**src/rtl/goldschmidt_div_seq.sv**
```systemverilog
// goldschmidt_div_seq: sequential signed Goldschmidt divider with exact correction; GSDIV_REMAINDER_EN adds rem port
module goldschmidt_div_seq #(
  parameter int WIDTH     = 8,
  parameter int FRAC_BITS = 2*WIDTH,
  parameter int ITERS     = 4
)(
  input  logic             clk,
  input  logic             rst_n,
  input  logic             in_valid,
  output logic             in_ready,
  input  logic [WIDTH-1:0] a,
  input  logic [WIDTH-1:0] b,
  output logic             out_valid,
  input  logic             out_ready,
  output logic [WIDTH-1:0] q,
  output logic             dbz,
  output logic             ovf
`ifdef GSDIV_REMAINDER_EN
  ,output logic [WIDTH-1:0] rem
`endif
);
  localparam int W  = WIDTH;
  localparam int FB = FRAC_BITS;
  localparam int NW = FB + W + 1;
  localparam int DW = FB + 2;
  localparam int RW = 2*W + 4;
  localparam int CW = $clog2(ITERS) + 1;
  localparam int KW = $clog2(W + 2);
  localparam int SW = $clog2(FB + 1);
  localparam logic [DW-1:0] HALF = {2'b00, 1'b1, {(FB-1){1'b0}}};
  localparam logic [DW-1:0] TWO  = {2'b10, {FB{1'b0}}};
  localparam logic [W-1:0]  MINV = {1'b1, {(W-1){1'b0}}};
  localparam logic [W-1:0]  MAXV = ~MINV;
  typedef enum logic [2:0] {S_IDLE, S_NORM, S_ITER, S_CORR, S_DONE} state_t;
  state_t r_state, w_next;
  logic [CW-1:0] r_cnt;
  logic [W-1:0]  r_a, r_b, r_q;
  logic [NW-1:0] r_n;
  logic [DW-1:0] r_d, r_f;
  logic [W:0]    r_qm;
  logic [RW-1:0] r_r;
  logic          r_dbz, r_ovf;
  logic [W:0]    w_absa, w_absb, w_qc;
  logic [KW-1:0] w_k;
  logic [SW-1:0] w_sh;
  logic [NW-1:0] w_n0, w_nt;
  logic [DW-1:0] w_d0, w_dt;
  logic [W-1:0]  w_q;
  logic          w_sq, w_neg, w_ge, w_dbz, w_ovf;
  assign w_absa = r_a[W-1] ? -{r_a[W-1], r_a} : {1'b0, r_a};
  assign w_absb = r_b[W-1] ? -{r_b[W-1], r_b} : {1'b0, r_b};
  assign w_sq   = r_a[W-1] ^ r_b[W-1];
  assign w_dbz  = r_b == '0;
  assign w_ovf  = (r_a == MINV) && (r_b == '1);
  always_comb begin
    w_k = '0;
    for (int i = 0; i <= W; i++)
      if (w_absb[i]) w_k = KW'(i + 1);
  end
  // N keeps W+1 integer bits since it converges to the full-range quotient; b==0 normalises like |b|==1
  assign w_sh = SW'(FB) - ((w_k == '0) ? SW'(1) : SW'(w_k));
  assign w_n0 = NW'(w_absa) << w_sh;
  assign w_d0 = (w_absb == '0) ? HALF : DW'(w_absb) << w_sh;
  assign w_nt = NW'(({{DW{1'b0}}, r_n} * {{NW{1'b0}}, r_f}) >> FB);
  assign w_dt = DW'(({{DW{1'b0}}, r_d} * {{DW{1'b0}}, r_f}) >> FB);
  assign w_neg = r_r[RW-1];
  assign w_ge  = !w_neg && (r_r >= RW'(w_absb));
  assign w_qc  = w_neg ? r_qm - (W+1)'(1) : w_ge ? r_qm + (W+1)'(1) : r_qm;
  assign w_q   = w_dbz ? '0 : w_ovf ? MAXV : W'(w_sq ? -w_qc : w_qc);
`ifdef GSDIV_REMAINDER_EN
  logic [RW-1:0] w_rc;
  logic [W-1:0]  r_rem;
  assign w_rc = w_neg ? r_r + RW'(w_absb) : w_ge ? r_r - RW'(w_absb) : r_r;
`endif
  always_ff @(posedge clk or negedge rst_n)
    if (!rst_n) r_state <= S_IDLE;
    else        r_state <= w_next;
  always_comb begin
    w_next = r_state;
    case (r_state)
      S_IDLE:  w_next = in_valid ? S_NORM : S_IDLE;
      S_NORM:  w_next = S_ITER;
      S_ITER:  w_next = (r_cnt == CW'(ITERS-1)) ? S_CORR : S_ITER;
      S_CORR:  w_next = (r_cnt != '0) ? S_DONE : S_CORR;
      default: w_next = out_ready ? S_IDLE : S_DONE;
    endcase
  end
  always_comb begin
    in_ready  = r_state == S_IDLE;
    out_valid = r_state == S_DONE;
    dbz       = out_valid & r_dbz;
    ovf       = out_valid & r_ovf;
    q         = r_q;
`ifdef GSDIV_REMAINDER_EN
    rem       = r_rem;
`endif
  end
  // CORR spans two cycles: raw quotient/remainder first, then the single-step fix and result write
  always_ff @(posedge clk or negedge rst_n)
    if (!rst_n) begin
      r_cnt <= '0;
      r_a   <= '0;
      r_b   <= '0;
      r_n   <= '0;
      r_d   <= '0;
      r_f   <= '0;
      r_qm  <= '0;
      r_r   <= '0;
      r_q   <= '0;
      r_dbz <= 1'b0;
      r_ovf <= 1'b0;
`ifdef GSDIV_REMAINDER_EN
      r_rem <= '0;
`endif
    end else begin
      r_cnt <= (w_next != r_state) ? '0 : r_cnt + CW'(1);
      if (r_state == S_IDLE && in_valid) begin
        r_a <= a;
        r_b <= b;
      end
      if (r_state == S_NORM) begin
        r_n <= w_n0;
        r_d <= w_d0;
        r_f <= TWO - w_d0;
      end
      if (r_state == S_ITER) begin
        r_n <= w_nt;
        r_d <= w_dt;
        r_f <= TWO - w_dt;
      end
      if (r_state == S_CORR && r_cnt == '0) begin
        r_qm <= r_n[FB +: W+1];
        r_r  <= RW'(w_absa) - RW'(r_n[FB +: W+1]) * RW'(w_absb);
      end
      if (r_state == S_CORR && r_cnt != '0) begin
        r_q   <= w_q;
        r_dbz <= w_dbz;
        r_ovf <= w_ovf;
`ifdef GSDIV_REMAINDER_EN
        r_rem <= (w_dbz || w_ovf) ? '0 : W'(r_a[W-1] ? -w_rc : w_rc);
`endif
      end
    end
endmodule

```
**config.mk**
```make
export PLATFORM = sky130hd
export DESIGN_NAME = goldschmidt_div_seq
export DESIGN_NICKNAME = d
export VERILOG_FILES = /design/src/rtl/goldschmidt_div_seq.sv
export SDC_FILE = /design/constraint.sdc
export NUM_CORES = 2
export LEC_CHECK = 0
export BUFFER_PORTS_ARGS = -buffer_cell sky130_fd_sc_hd__buf_2
export CORE_ASPECT_RATIO = 0.5
export CORE_UTILIZATION = 35
export CTS_CLUSTER_SIZE = 8
export DETAILED_ROUTE_END_ITERATION = 10
export HOLD_SLACK_MARGIN = 0.15
export PLACE_DENSITY = 0.49
export SLEW_MARGIN = 20
export SYNTH_ARGS = -nofsm -noshare
export SYNTH_HDL_FRONTEND = slang
export SYNTH_SLANG_ARGS = --single-unit
export TNS_END_PERCENT = 10
```
**constraint.sdc**
```tcl
create_clock -name clk -period 9.1 [get_ports clk]
set_clock_uncertainty 0.15 [all_clocks]
set_input_delay 0 -clock clk [delete_from_list [all_inputs] [get_ports clk]]
set_output_delay 0 -clock clk [all_outputs]
set_load 0.02 [all_outputs]
```
==> results.sh <==
export IMPL_finalSetupViolations=0
export IMPL_insertedDiodeCount=0
export IMPL_gr_usage_all_layers=0.201
export IMPL_design_die_area_um2=95600
export IMPL_clock_tree_root="clkbuf_16"
export IMPL_layout_cells_most_common_list="805 x inv_1, 679 x nand2_1, 673 x fa_1"
export IMPL_worstPathRequired_ns=9.25
export IMPL_hold_path_class="in2reg"
export IMPL_min_period_ns=8.18
export IMPL_layout_drive_gt1_share=0.0492
export IMPL_worst_slew_margin_rel=0.259
export IMPL_via_per_inst=4.93
export IMPL_share_of_flip_flops_with_an_asynchronous_set_or_reset=1.00
export IMPL_die_y_um=219
export IMPL_synth_area_leader_cell="fa_1"
export IMPL_layout_cells_most_common="inv_1"
export IMPL_share_of_synthesized_area_occupied_by_flip_flops_and_latches=0.0903
export IMPL_port_buffers=31
export IMPL_ys_warnings_count=0
export IMPL_antenna_violations_before_repair=0
export IMPL_area_growth_syn_to_layout_pct=7.51
export IMPL_grt_pass1_vias=26000
export IMPL_worst_endpoint_arrival_ns=8.33
export IMPL_synth_seq_cells=119
export IMPL_fin_ws_ns=0.915
export IMPL_die_width_um=436
export IMPL_starting_density=0.354
export IMPL_layout_core_utilization=0.380
export IMPL_synth_edf_count=0
export IMPL_finish_net_count=4694
export IMPL_tritoncts="yes"
export IMPL_row_count=79
export IMPL_netlist_instances=3780
export IMPL_dominantRegCellSynth="dfrtp_1"
export IMPL_synth_area_um2=33000
export IMPL_dr_first_iter_drc_count=1281
export IMPL_core_region_area_um2=93200
export IMPL_grt_max_degree=84
export IMPL_timing_critical_path_to_type="flip-flop"
export IMPL_timing_final_max_slew_violations=0
export IMPL_path_max_fanout=19
export IMPL_r2r_slack_ns=0.92
export IMPL_synth_top_cell_area_share=0.408
export IMPL_cts_inserted_buffers=17
export IMPL_rsz0062_at_grt="false"
export IMPL_slew_at_the_pin_closest_to_its_max_slew_limit_ns=1.11
export IMPL_totalWireLength_mm=92.1
export IMPL_syn_avg_cell_area_um2=8.73
export IMPL_global_route_overflow_total=0
export IMPL_post_cts_setup_buffers=0
export IMPL_timing_max_cap_violations=0
export IMPL_ys_types=90
export IMPL_post_route_period_util=0.899
export IMPL_hold_violations=0
export IMPL_antenna_violating_nets_post_route=0
export IMPL_via_count=24600
export IMPL_cts_resized=0
export IMPL_place_congestion=0.850
export IMPL_max_freq_mhz=122
export IMPL_cts_sinks=119
export IMPL_cts_path_max_buffers=2
export IMPL_post_route_drc_count=0
export IMPL_setup_total_negative_slack_ns=0
export IMPL_grt_first_pass_wirelength_mm=149
export IMPL_worst_setup_path_type="reg2reg"
export IMPL_post_synth_main_area_contributors="fa_1 41%, ha_1 10%, inv_1 9.2%"
export IMPL_avgRoutedWirePerCell_um=18.5
export IMPL_firstDrtPassIters=5
export IMPL_clk_pin_slew_ns=0.07
export IMPL_sort_of_element_at_the_start_of_the_critical_path="flip-flop"
export IMPL_clock_insertion_delay_worst_skew_ns=0.45
export IMPL_dp_worst_slack_ns=1.08
export IMPL_hpwlAfterDp_mm=69.9
export IMPL_outcome="finished clean"
export IMPL_cts_htree_levels=4
export IMPL_io_pins=32
logic make-up after synthesis:
| kind of cell | Yosys count | share of synthesized area |
|---|---|---|
| AOI/OAI and AO/OA | 343 | 0.0676 |
| xor gates and xnor gates | 106 | 0.0281 |
| adders and majority gates | 949 | 0.513 |
| buffers and inverters | 1035 | 0.119 |
| DFF | 119 | 0.0903 |
| muxes | 38 | 0.0124 |
| other | 2 | 0.000228 |
| and+or+nand+nor | 1188 | 0.170 |
timing repair:
item / 4_1_cts / 5_1_grt
hold buffers: 42 / 0
setup endpoints to repair: 0 / 0
hold endpoints to repair: 85 / 0
synth_stat cells (all sizes together) (5+ instances only):
cell type  count
a211oi        15
a21o          19
a21oi         75
a22o          11
a31oi         17
a32oi          5
and2         307
and3           9
buf           16
clkbuf       211
dfrtp        119
fa           673
ha           276
inv          806
mux2          21
mux2i         17
nand2        680
nand2b        15
nand3         25
nand4          5
nor2          62
nor2b          9
nor3          27
nor3b          8
nor4           9
o211ai         7
o21a          12
o21ai         99
o21bai        12
o221ai         8
o22ai          9
o31ai         10
or2            6
or3            9
xnor2         70
xor2          36
registers in the layout (all words and copies together), names as in the netlist:
register,cells
r_ovf,1
r_cnt,3
r_a,8
r_f,17
r_state,3
r_d,18
r_b,8
r_n,25
r_dbz,1
r_r,19
r_qm,8
q,8
worst max-delay path: stages (launching register included):
cell      delay [ns]
dfrtp_1         0.87
nand2_1         0.17
fa_1            0.56
inv_1           0.05
fa_1            0.50
inv_1           0.05
fa_1            0.52
inv_1           0.05
fa_1            0.38
fa_1            0.51
inv_1           0.05
fa_1            0.47
inv_1           0.04
ha_1            0.36
a21oi_1         0.34
o21ai_0         0.21
a22o_1          0.29
or3_1           0.43
or4_1           0.48
a311oi_1        0.37
nand4b_1        0.37
nor4_2          0.38
nand4_1         0.16
xor2_1          0.17
o21ai_1         0.07
per-layer routing:
| metal | vias to the layer above | part of all wire | track usage |
|---|---|---|---|
| li1 | 11200 | - | - |
| met1 | 12700 | 0.45 | 0.275 |
| met2 | 634 | 0.48 | 0.342 |
| met3 | 113 | 0.051 | 0.0271 |
| met4 | 0 | 0.018 | 0.0396 |
| met5 | - | 0 | 0 |
stage by stage:
stage                     hold slack, ns  cell area (um^2)  cells
after floorplan                   -0.446             33000   3790
after global placement           -0.0952             34400   4919
after detailed placement         -0.0884             34400   4919
after CTS                          0.214             35500   4993
after global routing               0.234             35500   4993
final                              0.231             35500   4993
final timing paths:
check | end | startpoint | cells past startpoint
max | r_f[17] | r_d[7] | 24
min | r_state[2] | out_ready | 4
max reg2reg | r_f[17] | r_d[7] | 24
min reg2reg | r_cnt[0] | r_cnt[0] | 1
max in group asynchronous | r_d[0] | rst_n | 4
min in group asynchronous | r_r[14] | rst_n | 4
layout make-up:
type | count | area (um^2)
Fill cell | 9559 | 57700
Timing Repair Buffer | 143 | 1140
Tap cell | 1255 | 1570
Inverter | 808 | 3030
Clock inverter | 14 | 168
Sequential cell | 119 | 2980
Clock buffer | 18 | 429
Multi-Input combinational cell | 2636 | 26100
Power is not shown: default switching activity piles up to over one toggle a cycle in this logic, so the estimate is an artifact.
